## src/rtl/rc_osc_monitor.sv

```systemverilog
// rc_osc_monitor: enables the on-chip RC oscillator, waits out its startup time,
// then counts its rising edges over back-to-back windows of system clock cycles
// and reports the count plus running/failed status.
module rc_osc_monitor #(
    parameter int WIN_W       = 16,
    parameter int CNT_W       = 12,
    parameter int STARTUP_CYC = 256
) (
    input  logic             clk,
    input  logic             resetn,
    input  logic             enable,
    input  logic [WIN_W-1:0] window,
    input  logic             osc_clk,
    output logic             osc_en,
    output logic [CNT_W-1:0] count,
    output logic             count_valid,
    output logic             osc_ready,
    output logic             osc_fail,
    output logic [1:0]       state
);

    localparam int SU_W = $clog2(STARTUP_CYC + 1);

    typedef enum logic [1:0] {
        OFF   = 2'd0,
        START = 2'd1,
        MEAS  = 2'd2
    } st_t;

    st_t st, st_nx;

    logic             sync1, sync2, prev;
    logic             osc_edge;
    logic [SU_W-1:0]  su_cnt;
    logic [WIN_W-1:0] wcnt;
    logic [WIN_W-1:0] win_load;
    logic [CNT_W-1:0] ecnt;
    logic [CNT_W-1:0] ecnt_nx;

    // A zero window would never terminate, so it is run as a one-cycle window.
    assign win_load = (window == '0) ? WIN_W'(1) : window;
    assign osc_edge = sync2 & ~prev;
    // Edge counter next value, held at all-ones once saturated.
    assign ecnt_nx  = ecnt + CNT_W'(osc_edge & ~(&ecnt));
    assign state    = st;

    // Synchronize osc_clk and keep one older sample for rising-edge detection.
    always_ff @(posedge clk or negedge resetn) begin
        if (!resetn) begin
            sync1 <= 1'b0;
            sync2 <= 1'b0;
            prev  <= 1'b0;
        end else begin
            sync1 <= osc_clk;
            sync2 <= sync1;
            prev  <= sync2;
        end
    end

    // FSM state register.
    always_ff @(posedge clk or negedge resetn) begin
        if (!resetn) st <= OFF;
        else         st <= st_nx;
    end

    // Next state: dropping enable always returns to OFF, from any active state.
    always_comb begin
        st_nx = st;
        case (st)
            OFF:     if (enable) st_nx = START;
            START:   if (!enable) st_nx = OFF;
                     else if (su_cnt == SU_W'(1)) st_nx = MEAS;
            MEAS:    if (!enable) st_nx = OFF;
            default: st_nx = OFF;
        endcase
    end

    // Startup/window/edge counters and the reported results.
    always_ff @(posedge clk or negedge resetn) begin
        if (!resetn) begin
            osc_en      <= 1'b0;
            su_cnt      <= '0;
            wcnt        <= '0;
            ecnt        <= '0;
            count       <= '0;
            count_valid <= 1'b0;
            osc_ready   <= 1'b0;
            osc_fail    <= 1'b0;
        end else begin
            osc_en      <= (st_nx != OFF);
            count_valid <= 1'b0;
            case (st)
                OFF: begin
                    if (st_nx == START) begin
                        su_cnt   <= SU_W'(STARTUP_CYC);
                        osc_fail <= 1'b0;
                    end
                end
                START: begin
                    su_cnt <= su_cnt - SU_W'(1);
                    if (st_nx == MEAS) begin
                        wcnt <= win_load;
                        ecnt <= '0;
                    end
                end
                MEAS: begin
                    // A window cut short by enable dropping is simply discarded.
                    if (enable) begin
                        if (wcnt == WIN_W'(1)) begin
                            count       <= ecnt_nx;
                            count_valid <= 1'b1;
                            if (ecnt_nx == '0) begin
                                osc_fail  <= 1'b1;
                                osc_ready <= 1'b0;
                            end else begin
                                osc_ready <= 1'b1;
                            end
                            ecnt <= '0;
                            wcnt <= win_load;
                        end else begin
                            wcnt <= wcnt - WIN_W'(1);
                            ecnt <= ecnt_nx;
                        end
                    end
                end
                default: ;
            endcase
            if (st_nx == OFF) osc_ready <= 1'b0;
        end
    end

endmodule

```

## config.mk

```make
export PLATFORM = sky130hd
export DESIGN_NAME = rc_osc_monitor
export DESIGN_NICKNAME = d
export VERILOG_FILES = /design/src/rtl/rc_osc_monitor.sv
export SDC_FILE = /design/constraint.sdc
export NUM_CORES = 1
export LEC_CHECK = 0
export CAP_MARGIN = 10
export CORE_MARGIN = 5
export CORE_UTILIZATION = 53
export DETAILED_ROUTE_END_ITERATION = 16
export PLACE_DENSITY = 0.87
export SLEW_MARGIN = 20
export SYNTH_ARGS = -nofsm -noshare
export SYNTH_HDL_FRONTEND = slang
export SYNTH_SLANG_ARGS = --single-unit
```

## constraint.sdc

```tcl
create_clock -name clk -period 4.85 [get_ports clk]
set_input_delay 0.97 -clock clk [delete_from_list [all_inputs] [get_ports clk]]
set_output_delay 0.97 -clock clk [all_outputs]
set_load 0.01 [all_outputs]
```

==> flow_metrics.tcl, run 1 <==
set metrics [dict create \
    status "finished, final reports clean" \
    final-setup-viol-count 0 \
    post-cts-setup-buffers 0 \
    critPathKind "flop to flop" \
    tns_ns 0 \
    synth_ff_type "dfrtp_1" \
    antenna_found_initial 0 \
    synth_seq_cells 58 \
    hpwl_um 5276 \
    ant_nets 0 \
    first_pass_iters 4 \
    cts.sinks 58 \
    fin_crit_sh_pct 66.66 \
    io_pins 38 \
    yosysWarnings 0 \
    synth_cells 342 \
    synth-edff-count 0 \
    drv_slew 0 \
    htreeDepth 3 \
    grt_pass1_wl_um 12800 \
    routed_wl_um 7548 \
    min_period_ns 3.233 \
    synth_cell_types 60 \
    finClkSkew_ns 0.004244 \
    crit_arrival_ns 3.46 \
    drtIter0Drc 196 \
    hold_buffers 0 \
    path_clk_slew_ns 0.07 \
    synthToLayoutAreaGrowth_pct 19.06 \
    vias 2773 \
    wl_met2_um 3686 \
    p_per_area_nw_per_um2 403.5 \
    grt_max_degree 59 \
    final_common_cell "dfrtp_1" \
    cp.required_ns 5.08 \
    cts_tree "done" \
    drive_gt1_share_pct 12.73 \
    m1WireLength_um 3270 \
    syn_area_per_cell_um2 9.808 \
    hold_viol 0 \
    grt-ovfl-total 0 \
    dieHeight_um 89.56 \
    cts_buffer_depth 2 \
    gp_congestion 0.8477 \
    rsz0062_at_grt "no" \
    start_util_pct 53.75 \
    fmax_ghz 0.3093 \
    wl_per_cell_um 16.63 \
    clock_latency_ns 0.34 \
    port-buffer-count 37 \
    timing.critical_path.to_type "flop" \
    grt_pass1_vias 2716 \
    via_per_inst 6.108 \
    max_slew_margin_pct 34.33 \
    cts-resized-gates 0 \
    top_layer "met4" \
    routed-wl-met3_um 394 \
    ys_seq_area_share_pct 43.27 \
    die_width_um 89.56 \
    drc 0 \
    dieArea_um2 8020 \
    syn_nets 369 \
    core_area_um2 6241 \
    cts-root-buf "clkbuf_8" \
    diodes 0 \
    path_max_fanout 7 \
    placed_area_um2 3742 \
    power.leakage_nw 1.715 \
    cts_buffers 9 \
    syn-cell-area_um2 3354 \
    async_flop_share_pct 100.0 \
    finalNetCount 399 \
    vdd_drop_max_mv 0.2338 \
    min_path_type "flop to flop" \
    rows 29 \
    max_cap_viol_count 0 \
    layout_common_cells "dfrtp_1, clkdlybuf4s50_1, nand2_1" \
    worstSetupStartpointType "flop" \
    worstMarginPinSlew_ns 0.9760 \
    grtUsageTotal_pct 20.61 \
    final_area_um2 3994 \
]
where the power goes:
group	internal (mW)	total (mW)	switching, mW
combinational	0.170	0.360	0.191
sequential	0.572	0.694	0.122
clock	0.367	0.557	0.190
total	1.11	1.61	0.502
synthesized netlist by cell type (all sizes together) (9+ instances only):
cell type	n	area (um^2)
dfrtp	58	1451
a21oi	9	45.04
buf	13	66.31
nand2	30	112.6
o21ai	24	123.9
mux2i	19	190.2
a22o	10	87.58
mux2	13	146.4
nand3	14	75.07
nor4	9	62.56
nor2	19	90.09
inv	13	48.79
nor3	14	70.07
cell type report:
class,instances,area [um^2]
fillers,474,2247
clock inverters,5,100.1
flip-flops and latches,58,1451
clock buffers,11,151.4
inverters,13,48.80
multi-input cells,250,1758
well taps,77,96.34
repair buffers,40,387.9
critical path: stages, from the launching register on:
cell	delay, ns
dfrtp_1	0.46
and4_1	0.26
nand3_1	0.11
nor3_1	0.07
nor3b_1	0.27
ha_1	0.24
nand3_2	0.18
nor4_1	0.88
and3_1	0.32
xor2_1	0.08
mux2_2	0.26
state kept, by name, summed over array words and instances, names as in the netlist:
signal and count:
osc_fail 1, su_cnt 9, prev 1, sync2 1, osc_ready 1, wcnt 16, sync1 1, ecnt 12
state 2, count_valid 1, osc_en 1, count 12
metrics by stage:
stage	cells	hold slack [ns]	util, %	setup WS, ns	total power [mW]
2_1_floorplan	342	0.3312	-	1.957	0.9409
3_3_place_gp	438	0.3336	59.96	1.883	1.028
3_5_place_dp	438	0.3504	59.96	1.725	1.053
4_1_cts	454	0.3652	63.99	1.660	1.615
5_1_grt	454	0.3795	63.99	1.406	1.699
6_report	454	0.3636	63.99	1.617	1.612
worst paths after layout:
kind | slack, ns | start | depth (start not counted) | endpoint
min in group asynchronous | 0.76 | resetn | 2 | su_cnt[3]
min reg2reg | 0.36 | sync1 | 0 | sync2
max in group asynchronous | 3.59 | resetn | 2 | ecnt[5]
max reg2reg | 1.62 | ecnt[7] | 10 | count[11]
max | 1.62 | ecnt[7] | 10 | count[11]
min | 0.36 | sync1 | 0 | sync2
per-layer routing:
metal / track usage, % / vias to the layer above
met3: 3.502 / 20
met4: 9.878 / 0
met2: 33.24 / 86
met1: 26.84 / 1359
met5: 0 / -
li1: - / 1308
cells by family after synthesis:
group / after synthesis / share of synthesized area, %
flops: 58 / 43.27
fa+ha+maj: 7 / 2.611
buf+inv: 34 / 4.326
compound gates: 73 / 15.11
simple gates: 125 / 21.26
xor+xnor: 13 / 3.394
mux: 32 / 10.03
Power figures use the tool's default switching activity.
==> run 2: changes to the inputs <==
==> constraint.sdc (replaced) <==
create_clock -name clk -period 3.33 [get_ports clk]
set_input_delay 0.666 -clock clk [delete_from_list [all_inputs] [get_ports clk]]
set_output_delay 0.666 -clock clk [all_outputs]
set_load 0.01 [all_outputs]
==> flow_metrics.tcl, run 2 (same netlist as run 1, synthesis figures left out) <==
set metrics [dict create \
    port-buffer-count 37 \
    path_max_fanout 6 \
    die_width_um 89.56 \
    max_cap_viol_count 0 \
    cts-resized-gates 0 \
    m1WireLength_um 3394 \
    final-setup-viol-count 0 \
    finalNetCount 402 \
    cts_buffer_depth 2 \
    grt_pass1_vias 2659 \
    crit_arrival_ns 3.30 \
    vias 2732 \
    status "finished, final reports clean" \
    min_path_type "flop to flop" \
    cts.sinks 58 \
    wl_per_cell_um 16.40 \
    hpwl_um 5269 \
    ant_nets 0 \
    routed-wl-met3_um 316 \
    io_pins 38 \
    power.leakage_nw 1.699 \
    reg_top3 "wcnt x16, count x12, ecnt x12" \
    layout_common_cells "dfrtp_1, clkdlybuf4s50_1, nand2_1" \
    drtIter0Drc 200 \
    grtUsageTotal_pct 20.94 \
    rsz0062_at_grt "no" \
    worstMarginPinSlew_ns 0.9347 \
    cts-root-buf "clkbuf_8" \
    drv_slew 0 \
    ff_latch_area_um2 1451 \
    dieHeight_um 89.56 \
    finClkSkew_ns 0.005785 \
    fin_ws_ns 0.2558 \
    post-cts-setup-buffers 0 \
    top_register "wcnt" \
    p_per_area_nw_per_um2 534.7 \
    htreeDepth 3 \
    total_power_mw 2.109 \
    cp.required_ns 3.55 \
    drc 0 \
    first_pass_iters 4 \
    place_ws_ns 0.3002 \
    drive_gt1_share_pct 13.42 \
    rows 29 \
    top_layer "met4" \
    vdd_drop_max_mv 0.2753 \
    path_clk_slew_ns 0.07 \
    fmax_ghz 0.3253 \
    core_area_um2 6241 \
    timing.critical_path.to_type "flop" \
    largest_reg_flops 16 \
    synthToLayoutAreaGrowth_pct 17.61 \
    final_common_cell "dfrtp_1" \
    cts_tree "done" \
    grt_max_degree 42 \
    critPathKind "flop to flop" \
    hold_viol 0 \
    max_slew_margin_pct 37.68 \
    gp_congestion 0.9040 \
    antenna_found_initial 0 \
    wl_met2_um 3630 \
    via_per_inst 5.978 \
    grt_pass1_wl_um 12760 \
    diodes 0 \
    num-fill-cells 496 \
    tns_ns 0 \
    clock_latency_ns 0.33 \
    cts_buffers 9 \
    multi_input_area_um2 1758 \
    grt-ovfl-total 0 \
    fin_util_pct 63.21 \
    dieArea_um2 8020 \
    fin_crit_sh_pct 92.32 \
    min_period_ns 3.074 \
    worstSetupStartpointType "flop" \
    hold_buffers 0 \
    routed_wl_um 7496 \
    start_util_pct 53.75 \
]
[run 2: layout make-up]
cell class	instances	area share [%]
clock buffers	11	3.838
clock inverters	5	0.7295
inverters	13	1.237
multi-input cells	250	44.56
flip-flops and latches	58	36.79
well taps	77	2.442
repair buffers	43	10.40
[run 2: final timing paths]
| path | startpoint | end | slack, ns | cells after the start |
|---|---|---|---|---|
| max | ecnt[7] | osc_ready | 0.26 | 11 |
| min | sync1 | sync2 | 0.35 | 0 |
| max reg2reg | ecnt[7] | osc_ready | 0.26 | 11 |
| min reg2reg | sync1 | sync2 | 0.35 | 0 |
| max in group asynchronous | resetn | ecnt[3] | 2.15 | 2 |
| min in group asynchronous | resetn | wcnt[12] | 0.47 | 1 |
[run 2: through the flow]
step / instances / hold slack, ns / area, um^2
after floorplan: 342 / 0.3312 / 3354
after global placement: 441 / 0.3340 / 3765
after detailed placement: 441 / 0.3381 / 3765
after CTS: 457 / 0.3535 / 3945
after global routing: 457 / 0.3571 / 3945
final: 457 / 0.3515 / 3945
[run 2: layer usage]
layer	track usage, %	vias to the layer above
li1	-	1316
met1	27.74	1340
met2	33.44	62
met3	3.963	14
met4	9.066	0
met5	0	-
[run 2: power by group]
part	switching [mW]	internal, mW
Combinational	0.266	0.248
Clock	0.282	0.306
Sequential	0.175	0.833
[run 2: critical path, stage by stage (launching register included)]
cell and delay [ns]:
dfrtp_1 0.47, and4_1 0.27, nand3_1 0.12, nor3_1 0.07, nor3b_1 0.27, ha_1 0.25
ha_1 0.22, inv_1 0.05, or3_1 0.42, xnor2_1 0.16, or4b_1 0.50, o21ba_1 0.17
==> run 3: changes to the inputs <==
--- a/config.mk
+++ b/config.mk
@@ -5,7 +5,7 @@
 export SDC_FILE = /design/constraint.sdc
 export NUM_CORES = 1
 export LEC_CHECK = 0
-export CAP_MARGIN = 10
+export CAP_MARGIN = 20
 export CORE_MARGIN = 5
 export CORE_UTILIZATION = 53
 export DETAILED_ROUTE_END_ITERATION = 16
==> results of run 3 <==
Final layout, timing and power as in run 2 (identical DEF).
